===== config.mk =====
export PLATFORM = sky130hd
export DESIGN_NAME = mem_access_ctrl
export DESIGN_NICKNAME = d
export VERILOG_FILES = /design/src/rtl/mem_ctrl_pkg.sv /design/src/rtl/mem_req_fifo.sv /design/src/rtl/mem_access_ctrl.sv
export SDC_FILE = /design/constraint.sdc
export NUM_CORES = 1
export LEC_CHECK = 0
export ABC_AREA = 1
export CAP_MARGIN = 10
export CORE_MARGIN = 10
export CORE_UTILIZATION = 25
export CTS_BUF_LIST = sky130_fd_sc_hd__clkbuf_16
export DETAILED_ROUTE_END_ITERATION = 7
export GPL_TIMING_DRIVEN = 0
export PLACE_DENSITY = 0.48
export SYNTH_ARGS = -nofsm -noshare
export SYNTH_HDL_FRONTEND = slang
export SYNTH_HIERARCHICAL = 1
export SYNTH_SLANG_ARGS = --single-unit

===== constraint.sdc =====
create_clock -name clk -period 8.24 [get_ports clk]
set_input_delay 2.472 -clock clk [delete_from_list [all_inputs] [get_ports clk]]
set_output_delay 2.472 -clock clk [all_outputs]
set_load 0.01 [all_outputs]

===== src/rtl/mem_ctrl_pkg.sv =====
// Shared types for the memory request controller: FSM states and the queued command word.
// Command field widths are fixed here and set the defaults of the top-level width parameters.
package mem_ctrl_pkg;

   localparam int CMD_ADDR_W = 4;
   localparam int CMD_DATA_W = 32;
   localparam int CMD_W      = 1 + CMD_ADDR_W + CMD_DATA_W;

   typedef enum logic [1:0] {
      IDLE  = 2'd0,
      EXEC  = 2'd1,
      RESP  = 2'd2,
      CLEAR = 2'd3
   } state_e;

   typedef struct packed {
      logic                  we;
      logic [CMD_ADDR_W-1:0] addr;
      logic [CMD_DATA_W-1:0] wdata;
   } mem_cmd_t;

endpackage


===== src/rtl/mem_req_fifo.sv =====
// Synchronous FIFO of mem_cmd_t; registered full/empty/count, read data from the head entry.
// Pushes while full and pops while empty are dropped; a same-cycle pop never frees a slot for the push.
module mem_req_fifo
   import mem_ctrl_pkg::*;
#(
   parameter int DEPTH = 4
) (
   input  logic                     clk,
   input  logic                     rst,
   input  logic                     push_i,
   input  mem_cmd_t                 push_dat_i,
   input  logic                     pop_i,
   output mem_cmd_t                 pop_dat_o,
   output logic                     full_o,
   output logic                     empty_o,
   output logic [$clog2(DEPTH):0]   count_o
);

   localparam int PTR_W = $clog2(DEPTH);
   localparam int CNT_W = PTR_W + 1;
   localparam logic [CNT_W-1:0] FULL_CNT = CNT_W'(DEPTH);

   mem_cmd_t             mem_q [DEPTH];
   logic [PTR_W-1:0]     wr_ptr_q, rd_ptr_q;
   logic [CNT_W-1:0]     count_q, count_d;
   logic                 do_push, do_pop;

   assign full_o    = (count_q == FULL_CNT);
   assign empty_o   = (count_q == '0);
   assign count_o   = count_q;
   assign pop_dat_o = mem_q[rd_ptr_q];
   assign do_push   = push_i & ~full_o;
   assign do_pop    = pop_i & ~empty_o;

   always_comb begin
      count_d = count_q;
      if (do_push && !do_pop) begin
         count_d = count_q + 1'b1;
      end else if (!do_push && do_pop) begin
         count_d = count_q - 1'b1;
      end
   end

   always_ff @(posedge clk or negedge rst) begin
      if (!rst) begin
         wr_ptr_q <= '0;
         rd_ptr_q <= '0;
         count_q  <= '0;
      end else begin
         count_q <= count_d;
         if (do_push) wr_ptr_q <= wr_ptr_q + 1'b1;
         if (do_pop)  rd_ptr_q <= rd_ptr_q + 1'b1;
      end
   end

   // Storage needs no reset: only entries below count_q are ever read.
   always_ff @(posedge clk) begin
      if (do_push) mem_q[wr_ptr_q] <= push_dat_i;
   end

endmodule


===== src/rtl/mem_access_ctrl.sv =====
// Queues read/write requests and serialises them onto a single-port memory; reads return via a stallable response.
// MEM_CTRL_CLEAR_EN adds clr_start/clr_done and a CLEAR state that zeroes the whole memory.
module mem_access_ctrl
   import mem_ctrl_pkg::*;
#(
   parameter int ADDR_WIDTH = CMD_ADDR_W,
   parameter int DATA_WIDTH = CMD_DATA_W,
   parameter int FIFO_DEPTH = 4
) (
   input  logic                  clk,
   input  logic                  rst,
   input  logic                  req_valid,
   output logic                  req_ready,
   input  logic                  req_we,
   input  logic [ADDR_WIDTH-1:0] req_addr,
   input  logic [DATA_WIDTH-1:0] req_wdata,
   output logic                  rsp_valid,
   input  logic                  rsp_ready,
   output logic [DATA_WIDTH-1:0] rsp_rdata,
   output logic [ADDR_WIDTH-1:0] rsp_addr,
   output logic                  rsp_err,
   output logic                  mem_w_en,
   output logic [ADDR_WIDTH-1:0] mem_addr,
   output logic [DATA_WIDTH-1:0] mem_wdata,
   input  logic [DATA_WIDTH-1:0] mem_rdata,
   input  logic                  mem_valid,
`ifdef MEM_CTRL_CLEAR_EN
   input  logic                  clr_start,
   output logic                  clr_done,
`endif
   output logic                  busy
);

   state_e                      state_q, state_d;
   mem_cmd_t                    cmd_q, cmd_d;
   logic [DATA_WIDTH-1:0]       rsp_rdata_q, rsp_rdata_d;
   logic [ADDR_WIDTH-1:0]       rsp_addr_q, rsp_addr_d;
   logic                        rsp_err_q, rsp_err_d;
   mem_cmd_t                    fifo_push_dat, fifo_pop_dat;
   logic                        fifo_pop, fifo_full, fifo_empty;
   logic [$clog2(FIFO_DEPTH):0] fifo_count;
`ifdef MEM_CTRL_CLEAR_EN
   logic [ADDR_WIDTH-1:0]       clr_addr_q, clr_addr_d;
   logic                        clr_done_q, clr_done_d;
`endif

   assign fifo_push_dat = '{we: req_we, addr: req_addr, wdata: req_wdata};

   mem_req_fifo #(.DEPTH(FIFO_DEPTH)) u_fifo (
      .clk        (clk),
      .rst        (rst),
      .push_i     (req_valid),
      .push_dat_i (fifo_push_dat),
      .pop_i      (fifo_pop),
      .pop_dat_o  (fifo_pop_dat),
      .full_o     (fifo_full),
      .empty_o    (fifo_empty),
      .count_o    (fifo_count)
   );

   assign req_ready = ~fifo_full;
   assign busy      = (state_q != IDLE) | (fifo_count != '0);
   assign rsp_valid = (state_q == RESP);
   assign rsp_rdata = rsp_rdata_q;
   assign rsp_addr  = rsp_addr_q;
   assign rsp_err   = rsp_err_q;
`ifdef MEM_CTRL_CLEAR_EN
   assign clr_done  = clr_done_q;
`endif

   always_comb begin
      mem_w_en  = (state_q == EXEC) & cmd_q.we;
      mem_addr  = cmd_q.addr;
      mem_wdata = cmd_q.wdata;
`ifdef MEM_CTRL_CLEAR_EN
      if (state_q == CLEAR) begin
         mem_w_en  = 1'b1;
         mem_addr  = clr_addr_q;
         mem_wdata = '0;
      end
`endif
   end

   always_comb begin
      state_d     = state_q;
      cmd_d       = cmd_q;
      fifo_pop    = 1'b0;
      rsp_rdata_d = rsp_rdata_q;
      rsp_addr_d  = rsp_addr_q;
      rsp_err_d   = rsp_err_q;
`ifdef MEM_CTRL_CLEAR_EN
      clr_addr_d  = clr_addr_q;
      clr_done_d  = 1'b0;
`endif
      case (state_q)
         IDLE: begin
`ifdef MEM_CTRL_CLEAR_EN
            if (clr_start) begin
               clr_addr_d = '0;
               state_d    = CLEAR;
            end else
`endif
            if (!fifo_empty) begin
               fifo_pop = 1'b1;
               cmd_d    = fifo_pop_dat;
               state_d  = EXEC;
            end
         end
         EXEC: begin
            // The write itself lands at the end of this cycle via mem_w_en.
            if (cmd_q.we) begin
               state_d = IDLE;
            end else begin
               rsp_rdata_d = mem_rdata;
               rsp_addr_d  = mem_addr;
               rsp_err_d   = ~mem_valid;
               state_d     = RESP;
            end
         end
         RESP: begin
            if (rsp_ready) state_d = IDLE;
         end
`ifdef MEM_CTRL_CLEAR_EN
         CLEAR: begin
            clr_addr_d = clr_addr_q + 1'b1;
            if (&clr_addr_q) begin
               clr_done_d = 1'b1;
               state_d    = IDLE;
            end
         end
`endif
         default: state_d = IDLE;
      endcase
   end

   always_ff @(posedge clk or negedge rst) begin
      if (!rst) begin
         state_q     <= IDLE;
         cmd_q       <= '0;
         rsp_rdata_q <= '0;
         rsp_addr_q  <= '0;
         rsp_err_q   <= 1'b0;
`ifdef MEM_CTRL_CLEAR_EN
         clr_addr_q  <= '0;
         clr_done_q  <= 1'b0;
`endif
      end else begin
         state_q     <= state_d;
         cmd_q       <= cmd_d;
         rsp_rdata_q <= rsp_rdata_d;
         rsp_addr_q  <= rsp_addr_d;
         rsp_err_q   <= rsp_err_d;
`ifdef MEM_CTRL_CLEAR_EN
         clr_addr_q  <= clr_addr_d;
         clr_done_q  <= clr_done_d;
`endif
      end
   end

endmodule


==> results of run 1 <==
## placed cells by master, fill, tap and decap left out, types with 27 or more instances in the layout
| master | instances |
|---|---|
| clkbuf_16 | 27 |
| clkdlybuf4s50_1 | 149 |
| o211ai_1 | 74 |
| nand2_1 | 279 |
| edfxtp_1 | 148 |
| nand3_1 | 45 |
| nand4_1 | 37 |
| dfrtp_1 | 83 |
| inv_1 | 109 |
| buf_4 | 43 |
## layout make-up
class / instances / area (um^2)
flip-flops and latches: 231 / 6520
multi-input cells: 453 / 2240
inverters: 101 / 379
well taps: 518 / 648
fillers: 3946 / 25800
repair buffers: 155 / 1610
clock buffers: 27 / 676
plain buffers: 87 / 623
clock inverters: 21 / 109
diodes: 1 / 2.50
## cell families (layout without fill, tap and decap cells)
kind of cell	count (synthesis)	in the layout	share of synthesized area, %
compound gates	76	76	5.81
xor+xnor	1	1	0.0900
fa+ha+maj	6	6	0.849
buf+inv	188	391	10.3
flops	231	231	67.0
other cells	0	1	0
simple gates	370	370	15.9
## worst max-delay path: cells and delay by family, from the launching register on
kind,cells,cell delay (ps)
and+or+nand+nor,2,340
buffers and inverters,2,830
DFF,1,440
## metal layers
layer	up-vias	track usage [%]	routed length, um
li1	3278	-	-
met1	3095	14.3	12100
met3	32	2.84	1960
met5	-	0	23
met2	199	18.3	12300
met4	4	2.61	455
## through the flow
step / instance area [um^2] / util [%]
final: 12800 / 33.2
after CTS: 12800 / 33.2
after global routing: 12800 / 33.2
after detailed placement: 12000 / 31.2
after global placement: 11900 / 30.8
after floorplan: 9730 / -
## sequential cells by signal, indices dropped and copies added, names as in the netlist
signal           cells
mem_addr             4
rsp_err              1
mem_wdata           32
rsp_rdata           32
u_fifo/mem_q       148
u_fifo/count_o       3
u_fifo/wr_ptr_q      2
u_fifo/rd_ptr_q      2
cmd_q                1
rsp_addr             4
state_q              2
## worst max-delay path by stage
| stage | end | depth (start not counted) | from | slack, ps |
|---|---|---|---|---|
| global placement | mem_wdata[20] | 1 | rst | 1080 |
| floorplan | u_fifo/mem_q[0][0] | 2 | req_valid | 3630 |
| detailed placement | u_fifo/mem_q[2][26] | 4 | req_valid | 3660 |
| finish | busy | 4 | state_q[1] | 3630 |
| CTS | busy | 4 | state_q[1] | 3570 |
| global route | busy | 4 | state_q[1] | 3520 |
## power by group
part           switching [mW]  leakage [nW]  internal (mW)
Clock                   0.444         0.423          0.616
Sequential              0.148          2.38           1.61
Combinational            1.21          2.70          0.909
==> PnR_summary.wiki, run 1 <==
{| class="wikitable"
! Metric !! Value
|-
| Post-synth EDFFs || 148
|-
| Sequential area share after synthesis || 67.0%
|-
| Layout Nets || 1135
|-
| Clock tree from TritonCTS || yes
|-
| Library cells used by synthesis || 22
|-
| Clock Skew || 22.1 ps
|-
| Vert. Die Dim || 217 um
|-
| Number of failing setup endpoints in the final timing report || 0
|-
| Post-CTS setup buffer count || 0
|-
| Power, Total || 4.93 mW
|-
| Status || finished clean
|-
| Floorplan die width || 217 um
|-
| Largest fanout on the critical path || 10
|-
| Area of the mapped netlist || 9730 um^2
|-
| Worst-skew pair later-pin latency || 530 ps
|-
| Destination of the worst hold path || rsp_addr[0]
|-
| Maximum single-stage delay on the critical path || 500 ps
|-
| Power density over cell area || 385 nW/um^2
|-
| Overall global routing resource usage || 11.1%
|-
| Congestion Overflow GR || 0
|-
| Clock Root Buffer || clkbuf_16
|-
| Number of antenna violations at the first check in global routing || 2
|-
| Post-Syn Instances || 872
|-
| Dominant cells by area after synthesis || edfxtp_1, dfrtp_1, nand2_1
|-
| Post-Place Worst Slack || 3660 ps
|-
| Area share of the leading cell type in the synthesized netlist || 45.7%
|-
| Endpoint of the most critical register-to-register path || u_fifo/count_o[2]
|-
| Count of max-cap constraint violations || 0
|-
| Most frequent cells after synthesis || nand2_1, edfxtp_1, inv_1
|-
| Time the final worst path needs with I/O delays and setup || 4610 ps
|-
| Number of cells in the design after placement || 1545
|-
| TritonCTS Buffers || 26
|-
| Fmax || 217 MHz
|-
| Period Utilization, post-route || 55.9%
|-
| Chain of cells forming the critical path || nor2_2, buf_2, nand2_1, clkdlybuf4s50_1
|-
| CP Data Required Time || 5770 ps
|-
| Die area || 47200 um^2
|-
| Site row count || 72
|-
| Primary flip-flop cell chosen by synthesis mapping || edfxtp_1
|-
| Max-slew violation total from the final report || 0
|-
| Critical R2R Launch || u_fifo/count_o[0]
|-
| Share of synthesized registers carrying an async set or reset || 35.9%
|-
| TNS Setup || 0 ps
|-
| Final wirelength || 26900 um
|-
| Buffer levels on the longest clock path || 3
|-
| Clk slew on worst S/H paths || 60 ps
|-
| Final weighted congestion of routability-driven global placement || 0.751
|-
| R2r setup slk || 5530 ps
|-
| Worst hold slack after final layout || 467 ps
|-
| Post-Layout Cell Count || 1594
|-
| Routed WL per cell || 16.9 um
|-
| Total of hold buffers inserted after clock tree synthesis || 0
|-
| Setup repair after global routing missed its margin || no
|-
| Hold Path Cell Cnt || 2
|-
| Maximum number of pins on one net before global-route repair || 53
|-
| Type of origin of the critical path || register
|-
| Min-Delay Path Class || reg -> reg
|-
| I/O pin count || 151
|-
| Worst reg-to-reg path cell count || 16
|-
| Number of sinks on the clock net || 231
|-
| Post-cts repair resize count || 0
|-
| Crit path capture type || output port
|-
| Kind of critical path || reg -> out
|-
| Vias in the first global route || 6624
|-
| Flip-flop and latch count after synthesis || 231
|-
| Syn_area_per_cell || 11.2 um^2
|-
| Remaining antenna violation count after routing || 0
|-
| Critical path data arrival time || 2140 ps
|-
| Layout overhead on the synthesized area || 31.6%
|-
| Most common cell in the netlist || nand2_1
|-
| Slew at the pin closest to its max-slew limit || 742 ps
|-
| First-pass GRT wire length || 40800 um
|-
| Port Buffer Count || 150
|-
| DRC violation total after the first TritonRoute iteration || 440
|-
| First drt pass iteration count || 5
|-
| Final number of hold-violating endpoints || 0
|-
| Maximum vdd ir drop || 0.156 mV
|-
| Smallest setup slack after layout || 3630 ps
|-
| Reported leakage power || 5.50 nW
|-
| Startpoint of the tightest hold check path || rsp_addr[0]
|-
| Share of post-route cells with drive strength above 1 || 11.4%
|-
| Rel. slew slack || 50.4%
|-
| Half-perimeter wire length after placement || 18200 um
|-
| CTS H-Tree Depth || 1
|-
| Syn_nets || 952
|-
| DRC || 0
|-
| Core outline area || 38600 um^2
|-
| Number of vias per cell after detailed routing || 4.15
|-
| Cell type contributing the most total cell area after synthesis || edfxtp_1
|-
| Via count || 6608
|-
| CP max-delay cell || clkdlybuf4s50_1
|-
| Warnings, synthesis || 6
|-
| Effective utilization at floorplan || 25.2%
|}
(Power assumes the default switching activity.)
==> inputs of run 2 (changes only) <==
- clock period: 8.24 -> 4.45 ns (I/O delays scaled with it)
==> results of run 2 <==
The final DEF is identical to that of run 1. Status: finished clean.
Main changes from that run: setup slack after placement 3660 ps -> 1010 ps; setup slack after layout 3630 ps -> 979 ps; register-to-register setup slack 5530 ps -> 1740 ps; total power 4.93 mW -> 9.14 mW; worst IR drop on VDD 0.156 mV -> 0.290 mV
==> inputs of run 3 (changes only) <==
- clock period: 4.45 -> 3.2 ns (I/O delays scaled with it)
==> PnR_summary.wiki, run 3 (same netlist as run 1, synthesis figures left out) <==
{| class="wikitable"
! Metric !! Value
|-
| Clock network fraction of design power || 21.5% (about the same)
|-
| First-pass GRT wire length || 40800 um (unchanged)
|-
| Final-layout fill cell count || 3944 (was 3946)
|-
| Power, Total || 12.7 mW (was 9.14 mW)
|-
| Endpoint of the most critical register-to-register path || u_fifo/count_o[2] (unchanged)
|-
| Vias in the first global route || 6624 (unchanged)
|-
| Vert. Die Dim || 217 um (unchanged)
|-
| Clock tree from TritonCTS || yes (unchanged)
|-
| CTS H-Tree Depth || 1 (unchanged)
|-
| Core outline area || 38600 um^2 (unchanged)
|-
| Routed WL per cell || 16.9 um (about the same)
|-
| Max-slew violation total from the final report || 0 (unchanged)
|-
| Layout overhead on the synthesized area || 31.6% (about the same)
|-
| Site row count || 72 (unchanged)
|-
| Share of post-route cells with drive strength above 1 || 11.4% (unchanged)
|-
| CP Data Required Time || 2240 ps (was 3120 ps)
|-
| Half-perimeter wire length after placement || 18200 um (unchanged)
|-
| Post-Layout Cell Count || 1594 (unchanged)
|-
| Critical R2R Launch || u_fifo/count_o[0] (unchanged)
|-
| Dominant delay contributor by cell family on the critical path || buffers and inverters (unchanged)
|-
| Fmax || 328 MHz
|-
| Chain of cells forming the critical path || nor2_2, clkbuf_4, nand2_1, clkdlybuf4s50_1 (was nor2_2, buf_2, nand2_1, clkdlybuf4s50_1)
|-
| Switching share of power || 36.5% (about the same)
|-
| Maximum vdd ir drop || 0.400 mV (was 0.290 mV)
|-
| Buf+Inv Stages, Crit Path || 2 (unchanged)
|-
| Post-CTS setup buffer count || 0 (unchanged)
|-
| Kind of critical path || reg -> out (unchanged)
|-
| Type of origin of the critical path || register (unchanged)
|-
| Crit path capture type || output port (unchanged)
|-
| Flip-flop count of the largest register after layout || 148 (unchanged)
|-
| Commonest non-fill, non-tap cells in the layout || nand2_1, clkdlybuf4s50_1, edfxtp_1 (unchanged)
|-
| Seq pwr share || 35.6% (about the same)
|-
| Overall global routing resource usage || 11.1% (unchanged)
|-
| Worst-skew pair later-pin latency || 530 ps (about the same)
|-
| First drt pass iteration count || 5 (unchanged)
|-
| Number of antenna violations at the first check in global routing || 2 (unchanged)
|-
| Slew at the pin closest to its max-slew limit || 742 ps (about the same)
|-
| Number of cells in the design after placement || 1545 (unchanged)
|-
| Post-cts repair resize count || 0 (unchanged)
|-
| Reported leakage power || 5.50 nW (about the same)
|-
| Effective utilization at floorplan || 25.2% (unchanged)
|-
| Share of total power in combinational logic || 42.9% (was 43.0%)
|-
| Count of max-cap constraint violations || 0 (unchanged)
|-
| Most frequent standard cell in the layout excluding fill and tap cells || nand2_1 (unchanged)
|-
| Congestion Overflow GR || 0 (unchanged)
|-
| Worst hold slack after final layout || 390 ps (was 467 ps)
|-
| Final number of hold-violating endpoints || 0 (unchanged)
|-
| Number of vias per cell after detailed routing || 4.14 (was 4.15)
|-
| Total of hold buffers inserted after clock tree synthesis || 0 (unchanged)
|-
| Min-Delay Path Class || in -> async (was reg -> reg)
|-
| Clock Skew || 22.1 ps (about the same)
|-
| Largest fanout on the critical path || 10 (unchanged)
|-
| Status || finished clean (unchanged)
|-
| Cell-internal power || 8.07 mW (was 5.80 mW)
|-
| Buffer levels on the longest clock path || 3 (unchanged)
|-
| Layout Nets || 1135 (unchanged)
|-
| Rel. slew slack || 50.4% (about the same)
|-
| Remaining antenna violation count after routing || 0 (unchanged)
|-
| Final wirelength || 26900 um (about the same)
|-
| Switching component of the power || 4.64 mW (was 3.34 mW)
|-
| Maximum single-stage delay on the critical path || 500 ps (about the same)
|-
| Clock Root Buffer || clkbuf_16 (unchanged)
|-
| Register containing the most flip-flops in the final layout || u_fifo/mem_q (unchanged)
|-
| Post-Place Cell Area || 12000 um^2 (unchanged)
|-
| Worst reg-to-reg path cell count || 16 (unchanged)
|-
| Area of all sequential standard cells || 6520 um^2 (unchanged)
|-
| Maximum number of pins on one net before global-route repair || 53 (unchanged)
|-
| Power density over cell area || 992 nW/um^2 (was 714 nW/um^2)
|-
| Port Buffer Count || 150 (unchanged)
|-
| Clk slew on worst S/H paths || 60 ps (about the same)
|-
| Design area || 12800 um^2 (about the same)
|-
| DRC || 0 (unchanged)
|-
| Critical path data arrival time || 2090 ps (was 2140 ps)
|-
| I/O pin count || 151 (unchanged)
|-
| Floorplan die width || 217 um (unchanged)
|-
| Final weighted congestion of routability-driven global placement || 0.751 (unchanged)
|-
| Number of failing setup endpoints in the final timing report || 0 (unchanged)
|-
| TNS Setup || 0 ps (unchanged)
|-
| R2r setup slk || 510 ps (was 1740 ps)
|-
| Die area || 47200 um^2 (unchanged)
|-
| CP max-delay cell || clkdlybuf4s50_1 (unchanged)
|-
| TritonCTS Buffers || 26 (unchanged)
|-
| Number of sinks on the clock net || 231 (unchanged)
|-
| DRC violation total after the first TritonRoute iteration || 440 (unchanged)
|-
| Footprint of the multi-input gates || 2240 um^2 (unchanged)
|-
| Setup repair after global routing missed its margin || no (unchanged)
|-
| Via count || 6606 (was 6608)
|-
| Time the final worst path needs with I/O delays and setup || 3050 ps
|-
| Period Utilization, post-route || 95.4%
|}
[run 3: cell count changes in the layout (fill, tap and decap cells not counted)]
cell and delta:
clkbuf_4 +1, buf_2 -1
[run 3: routing by layer]
metal / routed length, um / share of wire, % / vias up / GRT usage [%]
li1: - / - / 3277 / -
met5: 23 / 0.086 / - / 0
met3: 1990 / 7.4 / 32 / 2.84
met1: 12100 / 45 / 3093 / 14.3
met2: 12300 / 46 / 200 / 18.3
met4: 455 / 1.7 / 4 / 2.61
[run 3: how the worst max path moves through the flow]
stage | start | to | slack [ps] | depth (start not counted)
6_report | state_q[1] | busy | 150 | 4
3_3_place_gp | rst | mem_wdata[20] | -2450 | 1
3_5_place_dp | req_valid | u_fifo/mem_q[2][26] | 130 | 4
5_1_grt | cmd_q[36] | mem_w_en | 30 | 5
2_1_floorplan | req_valid | u_fifo/mem_q[0][0] | 100 | 2
4_1_cts | state_q[1] | busy | 40 | 4
[run 3: per-stage QoR]
stage          worst slack (ps)  util, %
2_1_floorplan               102        -
3_3_place_gp              -2450     30.8
3_5_place_dp                135     31.2
4_1_cts                    43.1     33.2
5_1_grt                    27.5     33.2
6_report                    148     33.2
[run 3: cell type report]
class                           instances  area share (%)
Sequential cell                       231            50.9
Multi-Input combinational cell        453            17.5
Timing Repair Buffer                  155            12.5
Clock buffer                           27            5.28
Tap cell                              518            5.06
Buffer                                 87            4.89
Inverter                              101            2.96
Clock inverter                         21           0.850
Antenna cell                            1          0.0195
[run 3: power by group through the flow]
stage / Clock, mW / Combinational, mW / Sequential (mW)
2_1_floorplan: 0 / 3.10 / 4.62
3_3_place_gp: 0 / 5.45 / 4.61
3_5_place_dp: 0 / 5.58 / 4.57
4_1_cts: 2.82 / 5.60 / 4.53
5_1_grt: 2.92 / 6.10 / 4.62
6_report: 2.73 / 5.46 / 4.52
